--- config.mk ---
export PLATFORM = sky130hd
export DESIGN_NAME = mc_datapath_flat
export DESIGN_NICKNAME = d
export VERILOG_FILES = /design/src/rtl/mc_datapath_if.sv /design/src/rtl/mc_datapath.sv /design/src/flat_wrapper.sv
export SDC_FILE = /design/constraint.sdc
export NUM_CORES = 2
export LEC_CHECK = 0
export CORE_ASPECT_RATIO = 0.75
export CORE_MARGIN = 2
export CORE_UTILIZATION = 60
export DETAILED_ROUTE_END_ITERATION = 6
export HOLD_SLACK_MARGIN = 0.15
export PLACE_DENSITY = 0.85
export RECOVER_POWER = 25
export SYNTH_ARGS = -nofsm -noshare
export SYNTH_HDL_FRONTEND = slang
export SYNTH_SLANG_ARGS = --single-unit
--- constraint.sdc ---
create_clock -name clk -period 13.7 [get_ports clk]
set_input_delay 2.055 -clock clk [delete_from_list [all_inputs] [get_ports clk]]
set_output_delay 2.055 -clock clk [all_outputs]
set_load 0.03 [all_outputs]
--- src/rtl/mc_datapath_if.sv ---
// mc_datapath_if: bus between the multicycle datapath and its single
// instruction/data memory.
//   Adr       datapath -> memory  access address (fetch or load/store)
//   WriteData datapath -> memory  store data
//   ReadData  memory -> datapath  read data
//   MemReady  memory -> datapath  current access has completed
interface mc_datapath_if;
  logic [31:0] Adr;
  logic [31:0] WriteData;
  logic [31:0] ReadData;
  logic        MemReady;

  modport master (output Adr, output WriteData, input ReadData, input MemReady);
  modport slave  (input Adr, input WriteData, output ReadData, output MemReady);
endinterface

--- src/rtl/mc_datapath.sv ---
// mc_datapath: multicycle ARM-subset datapath driven by an external
// controller FSM. One memory port is shared by fetch and load/store. The
// non-architectural registers (Instr, Data, A, WD, ALUOut) carry values
// between the 3-5 cycles of an instruction. MemReady low stalls every
// state element.
//
// Optional feature: define MC_DATAPATH_SHIFTER_EN to enable the imm8
// rotator (ImmSrc = 00) and the WD barrel shifter (ALUSrcB = 00).
//
// Ports
//   clk, reset                 clock, async active-high reset
//   PCWrite, AdrSrc, IRWrite   PC load, address select, Instr load
//   RegSrc[1:0], RegWrite      register-file read selects, write enable
//   ImmSrc[1:0]                immediate format
//   ALUSrcA, ALUSrcB[1:0]      ALU operand selects
//   ALUControl[2:0]            ALU operation
//   ResultSrc[1:0]             Result select
//   bus                        memory port (Adr, WriteData, ReadData, MemReady)
//   Instr[31:0]                instruction register, to the controller
//   ALUFlags[3:0]              {N,Z,C,V} of the current ALU result
//   Stall                      = ~MemReady
module mc_datapath #(
  parameter logic [31:0] RESET_PC = 32'h0000_0000
) (
  input  logic               clk,
  input  logic               reset,
  input  logic               PCWrite,
  input  logic               AdrSrc,
  input  logic               IRWrite,
  input  logic [1:0]         RegSrc,
  input  logic               RegWrite,
  input  logic [1:0]         ImmSrc,
  input  logic               ALUSrcA,
  input  logic [1:0]         ALUSrcB,
  input  logic [2:0]         ALUControl,
  input  logic [1:0]         ResultSrc,
  mc_datapath_if.master      bus,
  output logic [31:0]        Instr,
  output logic [3:0]         ALUFlags,
  output logic               Stall
);

  logic [31:0] r_pc, r_instr, r_data, r_a, r_wd, r_alu_out;
  logic [31:0] r_rf [0:14];

  logic        w_stall;
  logic [3:0]  w_ra1, w_ra2, w_wa;
  logic [31:0] w_rd1, w_rd2;
  logic [31:0] w_imm8, w_ext_imm, w_wd_sh;
  logic [31:0] w_src_a, w_src_b, w_b_eff, w_alu_result, w_result;
  logic [32:0] w_sum;
  logic        w_sub, w_carry, w_ovf;

  assign w_stall = ~bus.MemReady;

  // R15 reads as PC + 4: PC has already advanced past the instruction
  // during fetch, so this is the instruction address + 8.
  assign w_ra1 = RegSrc[0] ? 4'hF : r_instr[19:16];
  assign w_ra2 = RegSrc[1] ? r_instr[15:12] : r_instr[3:0];
  assign w_wa  = r_instr[15:12];
  assign w_rd1 = (w_ra1 == 4'hF) ? r_pc + 32'd4 : r_rf[w_ra1];
  assign w_rd2 = (w_ra2 == 4'hF) ? r_pc + 32'd4 : r_rf[w_ra2];

`ifdef MC_DATAPATH_SHIFTER_EN
  function automatic logic [31:0] f_ror(input logic [31:0] v, input logic [4:0] s);
    // s == 0 is handled separately so the left shift never reaches 32.
    if (s == 5'd0) return v;
    return (v >> s) | (v << (6'd32 - {1'b0, s}));
  endfunction

  function automatic logic [31:0] f_shift(input logic [31:0] v, input logic [4:0] s,
                                          input logic [1:0] t);
    if (s == 5'd0) return v;
    case (t)
      2'b00:   return v << s;
      2'b01:   return v >> s;
      2'b10:   return 32'($signed(v) >>> s);
      default: return f_ror(v, s);
    endcase
  endfunction

  assign w_imm8  = f_ror({24'd0, r_instr[7:0]}, {r_instr[11:8], 1'b0});
  assign w_wd_sh = f_shift(r_wd, r_instr[11:7], r_instr[6:5]);
`else
  assign w_imm8  = {24'd0, r_instr[7:0]};
  assign w_wd_sh = r_wd;
`endif

  always_comb begin
    case (ImmSrc)
      2'b00:   w_ext_imm = w_imm8;
      2'b01:   w_ext_imm = {20'd0, r_instr[11:0]};
      default: w_ext_imm = {{6{r_instr[23]}}, r_instr[23:0], 2'b00};
    endcase
  end

  assign w_src_a = ALUSrcA ? r_pc : r_a;

  always_comb begin
    case (ALUSrcB)
      2'b00:   w_src_b = w_wd_sh;
      2'b01:   w_src_b = w_ext_imm;
      default: w_src_b = 32'd4;
    endcase
  end

  // Subtract is A + ~B + 1, so the carry-out is the ARM not-borrow.
  assign w_sub   = (ALUControl == 3'b001);
  assign w_b_eff = w_sub ? ~w_src_b : w_src_b;
  assign w_sum   = {1'b0, w_src_a} + {1'b0, w_b_eff} + {32'd0, w_sub};

  always_comb begin
    w_alu_result = w_src_b;
    w_carry      = 1'b0;
    w_ovf        = 1'b0;
    case (ALUControl)
      3'b000, 3'b001: begin
        w_alu_result = w_sum[31:0];
        w_carry      = w_sum[32];
        w_ovf        = (w_src_a[31] == w_b_eff[31]) && (w_sum[31] != w_src_a[31]);
      end
      3'b010:  w_alu_result = w_src_a & w_src_b;
      3'b011:  w_alu_result = w_src_a | w_src_b;
      3'b100:  w_alu_result = w_src_a ^ w_src_b;
      default: w_alu_result = w_src_b;
    endcase
  end

  assign ALUFlags = {w_alu_result[31], (w_alu_result == 32'd0), w_carry, w_ovf};

  always_comb begin
    case (ResultSrc)
      2'b01:   w_result = r_data;
      2'b10:   w_result = w_alu_result;
      default: w_result = r_alu_out;
    endcase
  end

  assign bus.Adr       = AdrSrc ? w_result : r_pc;
  assign bus.WriteData = r_wd;
  assign Instr         = r_instr;
  assign Stall         = w_stall;

  always_ff @(posedge clk or posedge reset) begin
    if (reset) begin
      r_pc      <= RESET_PC;
      r_instr   <= 32'd0;
      r_data    <= 32'd0;
      r_a       <= 32'd0;
      r_wd      <= 32'd0;
      r_alu_out <= 32'd0;
    end else if (!w_stall) begin
      r_a       <= w_rd1;
      r_wd      <= w_rd2;
      r_alu_out <= w_alu_result;
      r_data    <= bus.ReadData;
      if (PCWrite) r_pc    <= w_result;
      if (IRWrite) r_instr <= bus.ReadData;
    end
  end

  // The register file has no reset; writes are blocked while reset is
  // held so an aborted instruction cannot retire. Index 15 is the PC.
  always_ff @(posedge clk) begin
    if (!reset && !w_stall && RegWrite && (w_wa != 4'hF))
      r_rf[w_wa] <= w_result;
  end

endmodule

--- src/flat_wrapper.sv ---
// flat-port wrapper written by rule: the top's interface ports become plain ports
module mc_datapath_flat 
#(
  parameter logic [31:0] RESET_PC = 32'h0000_0000
)
  (clk, reset, PCWrite, AdrSrc, IRWrite, RegSrc, RegWrite, ImmSrc, ALUSrcA, ALUSrcB, ALUControl, ResultSrc, Instr, ALUFlags, Stall, bus_Adr, bus_WriteData, bus_ReadData, bus_MemReady);
  mc_datapath_if bus_i ();
  input  logic clk;
  input  logic reset;
  input  logic PCWrite;
  input  logic AdrSrc;
  input  logic IRWrite;
  input  logic [1:0] RegSrc;
  input  logic RegWrite;
  input  logic [1:0] ImmSrc;
  input  logic ALUSrcA;
  input  logic [1:0] ALUSrcB;
  input  logic [2:0] ALUControl;
  input  logic [1:0] ResultSrc;
  output logic [31:0] Instr;
  output logic [3:0] ALUFlags;
  output logic Stall;
  output wire logic [$bits(bus_i.Adr)-1:0] bus_Adr;
  output wire logic [$bits(bus_i.WriteData)-1:0] bus_WriteData;
  input wire logic [$bits(bus_i.ReadData)-1:0] bus_ReadData;
  input wire logic [$bits(bus_i.MemReady)-1:0] bus_MemReady;
  assign bus_Adr = bus_i.Adr;
  assign bus_WriteData = bus_i.WriteData;
  assign bus_i.ReadData = bus_ReadData;
  assign bus_i.MemReady = bus_MemReady;
  mc_datapath #(.RESET_PC(RESET_PC)) u_core (.clk(clk), .reset(reset), .PCWrite(PCWrite), .AdrSrc(AdrSrc), .IRWrite(IRWrite), .RegSrc(RegSrc), .RegWrite(RegWrite), .ImmSrc(ImmSrc), .ALUSrcA(ALUSrcA), .ALUSrcB(ALUSrcB), .ALUControl(ALUControl), .ResultSrc(ResultSrc), .bus(bus_i), .Instr(Instr), .ALUFlags(ALUFlags), .Stall(Stall));
endmodule
==> results by group <==
Run status
  – Status: finished with violations
  – Failing checks: DRC, capacitance limit, slew limit

Power and ir drop
  – Worst IR Drop VDD: around 0.00016 V
  – Leak Pwr: between 0.015 and 0.02 uW
  – Final Power: approximately 6500 uW
  – Clock share of power: roughly 29%
  – Seq pwr share: 40.1%
  – Internal Pwr Total: roughly 4200 uW
  – NetSw: roughly 2300 uW
  – P per Cell Area: between 150 and 200 nW/um2
  – Combinational fraction of design power: a little under a third
  – Sw Share: a little over a third

Route
  – Drt pass-1 iters: 7
  – Via/cell ratio: 7.30
  – Vias: ~30,000
  – Initial detailed-routing violation count: ~4,700
  – Routed WL: roughly 120 mm
  – DR DRC count: 3
  – Drt wl/cell: 30.4 um
  – Final ANT Viol Nets: 0

Timing
  – Skew final: 0.0331 ns
  – Slew @ Worst Pin: about 3.9 ns
  – Slew Limit Headroom: -161%
  – Min setup slack post-route: roughly 2.5 ns
  – Minimum clock period: 11.24 ns
  – Final Hold Vio Count: 0
  – Max Slew Vio Count: 459
  – Fmax: around 89 MHz
  – Endpoints failing setup: 0
  – Setup TNS: 0 ns
  – Final period util: 82.0%
  – RSZ-0062 raised after global routing: false

Worst setup path
  – Worst Setup End Kind: primary output
  – Kind of critical path: primary input to primary output
  – CP Max Fanout: 17
  – RR Startpoint: u_core.Instr[3]$_DFFE_PP0P_
  – Crit path launch type: primary input
  – Cells on worst reg2reg path: 14
  – WP data required: between 10 and 15 ns
  – CP max-delay cell: clkdlybuf4s50_1
  – Crit-path cells: clkdlybuf4s50_1 > buf_4 > mux2i_1 > a211oi_1 > xnor2_1 > ha_1 > nand2_1 > nor4_1 > nand3_1 > and2_1 > a211o_1 > nand4b_1 > nor3b_1 > a22oi_1 > o21ai_1 > mux2_2 > clkdlybuf4s50_1
  – Worst Path Arrival: 9.18 ns
  – Critical path's most frequent cell: clkdlybuf4s50_1
  – Crit. Startpoint: ImmSrc[1]
  – CP peak stage delay: between 0.9 and 1 ns

Hold path
  – Hold Path Class: flip-flop to flip-flop
  – Hold depth: 1
  – HP Start: u_core.r_a[22]$_DFFE_PP0P_

Synth
  – Cell Area, Synth: approximately 37,000 um2
  – Yosys top cell by area: edfxtp_1
  – Ys Warns: 0
  – #FFs+latches synth: around 670
  – Commonest cells in the netlist: 480 x edfxtp_1, 272 x mux2i_1, 228 x a21oi_1, 223 x mux2_2, 213 x nand2_1
  – Dominant synthesized flop cell: edfxtp_1
  – Gate Count Post-Synth: between 3,000 and 4,000
  – Syn_nets: 3,292
  – Seq/Total Area, Yosys: 51.7%
  – Post-synth ARST share: around 29%
  – Top cell type's share of synthesized area: about 39%
  – EDFF count, synth: 480
  – Synthesized area per cell: 11.8 um2
  – Synth area leaders: edfxtp_1 39%, dfrtp_1 13%, mux2i_1 7.3%
  – Post-synth cell types: 85
  – Most frequent cell after synthesis: edfxtp_1

GRT
  – Global route overflow: 0
  – First-pass GRT wire length: roughly 180 mm
  – Largest net degree at the start of global routing: 100
  – Total global-route track usage: between 30 and 40%
  – Initial antenna violation count: 2
  – Number of global-route vias before repair: 28,800

Die
  – Io pins: approximately 150
  – Chip width: 292 um
  – Initial Util: around 60%
  – Core Area: 61,700 um2
  – Die Footprint: about 64,000 um2
  – Die Y: approximately 220 um
  – Cell Rows: about 80

Place
  – Placed insts: 3,921
  – HPWL Detailed: approximately 76 mm
  – I/O Buffers: approximately 150
  – Pre-CTS setup slack: approximately 2.7 ns
  – Placer congestion estimate: a little over 1

Final layout
  – Layout cells sized above 1: ~16%
  – Final core occ: between 60% and 70%
  – Final nets: between 3,000 and 4,000
  – Area growth, synth to finish: 11.9%
  – Final Non-Filler Cells: 4,043

Clocking
  – Clock sinks: approximately 670
  – Clk root buf: clkbuf_16
  – CTS tree: built
  – H-tree depth: 3
  – Cts repair resizes: 0
  – Hold buffer count at cts: 0
  – Clk Latency, worst-skew pair: 0.64 ns
  – CTS buffer count: between 60 and 70
  – Clk pin slew, worst setup/hold paths: roughly 0.07 ns
  – Post-CTS Setup Inserts: 0
  – Clock Tree Buf Depth: 3

Flow run
  – Max cap viols: 10
## critical path: cells and delay by family
| family | cells | cell delay, ns |
|---|---|---|
| and+or+nand+nor | 6 | 2.08 |
| buffers and inverters | 3 | 2.02 |
| AOI/OAI and AO/OA | 4 | 1.91 |
| adders and majority gates | 1 | 0.48 |
| muxes | 2 | 0.43 |
| xor gates and xnor gates | 1 | 0.17 |
## path summary, 6_finish.rpt
kind	slack [ns]	end
max	2.46	bus_Adr[26]
min	0.49	u_core.r_a[22]$_DFFE_PP0P_
max reg2reg	8.00	u_core.r_pc[29]$_DFFE_PP0P_
min reg2reg	0.49	u_core.r_a[22]$_DFFE_PP0P_
max in group asynchronous	5.72	u_core.Instr[16]$_DFFE_PP0P_
min in group asynchronous	2.77	u_core.r_a[24]$_DFFE_PP0P_
## power by group through the flow
stage	logic [uW]	registers, uW	clock network [uW]
global route	2110	2610	1980
finish	2000	2600	1900
detailed placement	1940	2640	0
CTS	1960	2600	1900
global placement	1890	2630	0
floorplan	1220	2630	0
## cells in the final DEF (no fill, tap or decap), drive strengths merged, types with 104 or more instances in the layout
cell type,netlist,final
nand2,213,213
a21oi,230,230
mux2,223,223
o221ai,111,111
mux2i,273,273
edfxtp,480,480
o21ai,195,195
dfrtp,192,192
nor2,104,104
inv,114,117
## registers in the layout (all words and copies together) (netlist names)
| signal | count |
|---|---|
| u_core.r_rf | 480 |
| u_core.r_alu_out | 32 |
| u_core.r_pc | 32 |
| u_core.r_data | 32 |
| u_core.bus.WriteData | 32 |
| u_core.Instr | 32 |
| u_core.r_a | 32 |
## logic make-up after synthesis
family          share of synthesized area, %
flops                                   51.7
xor+xnor                                1.46
mux                                     18.0
fa+ha+maj                               3.35
buf+inv                                 3.84
compound gates                          14.8
simple gates                            6.86
## per-stage QoR
step	hold WS [ns]	cell area, um2
after floorplan	0.448	37200
after global placement	0.465	39500
after detailed placement	0.477	39500
after CTS	0.494	41700
after global routing	0.514	41600
final	0.495	41600
## layer usage
metal | vias to the layer above | share of wire [%] | track usage [%]
li1 | 12100 | - | -
met1 | 14400 | 37 | 51.5
met2 | 2552 | 44 | 57.5
met3 | 490 | 13 | 8.96
met4 | 2 | 5.6 | 19.4
met5 | - | 0.012 | 0
## final cells by class
class,count,area [um2]
fill,4250,20000
sequential,672,19200
multi-input combinational,2101,16700
timing repair buffer,224,2010
clock buffer,87,1790
tap,810,1010
clock inverter,34,432
inverter,114,429
antenna,1,2.50
(Power assumes the default switching activity.)
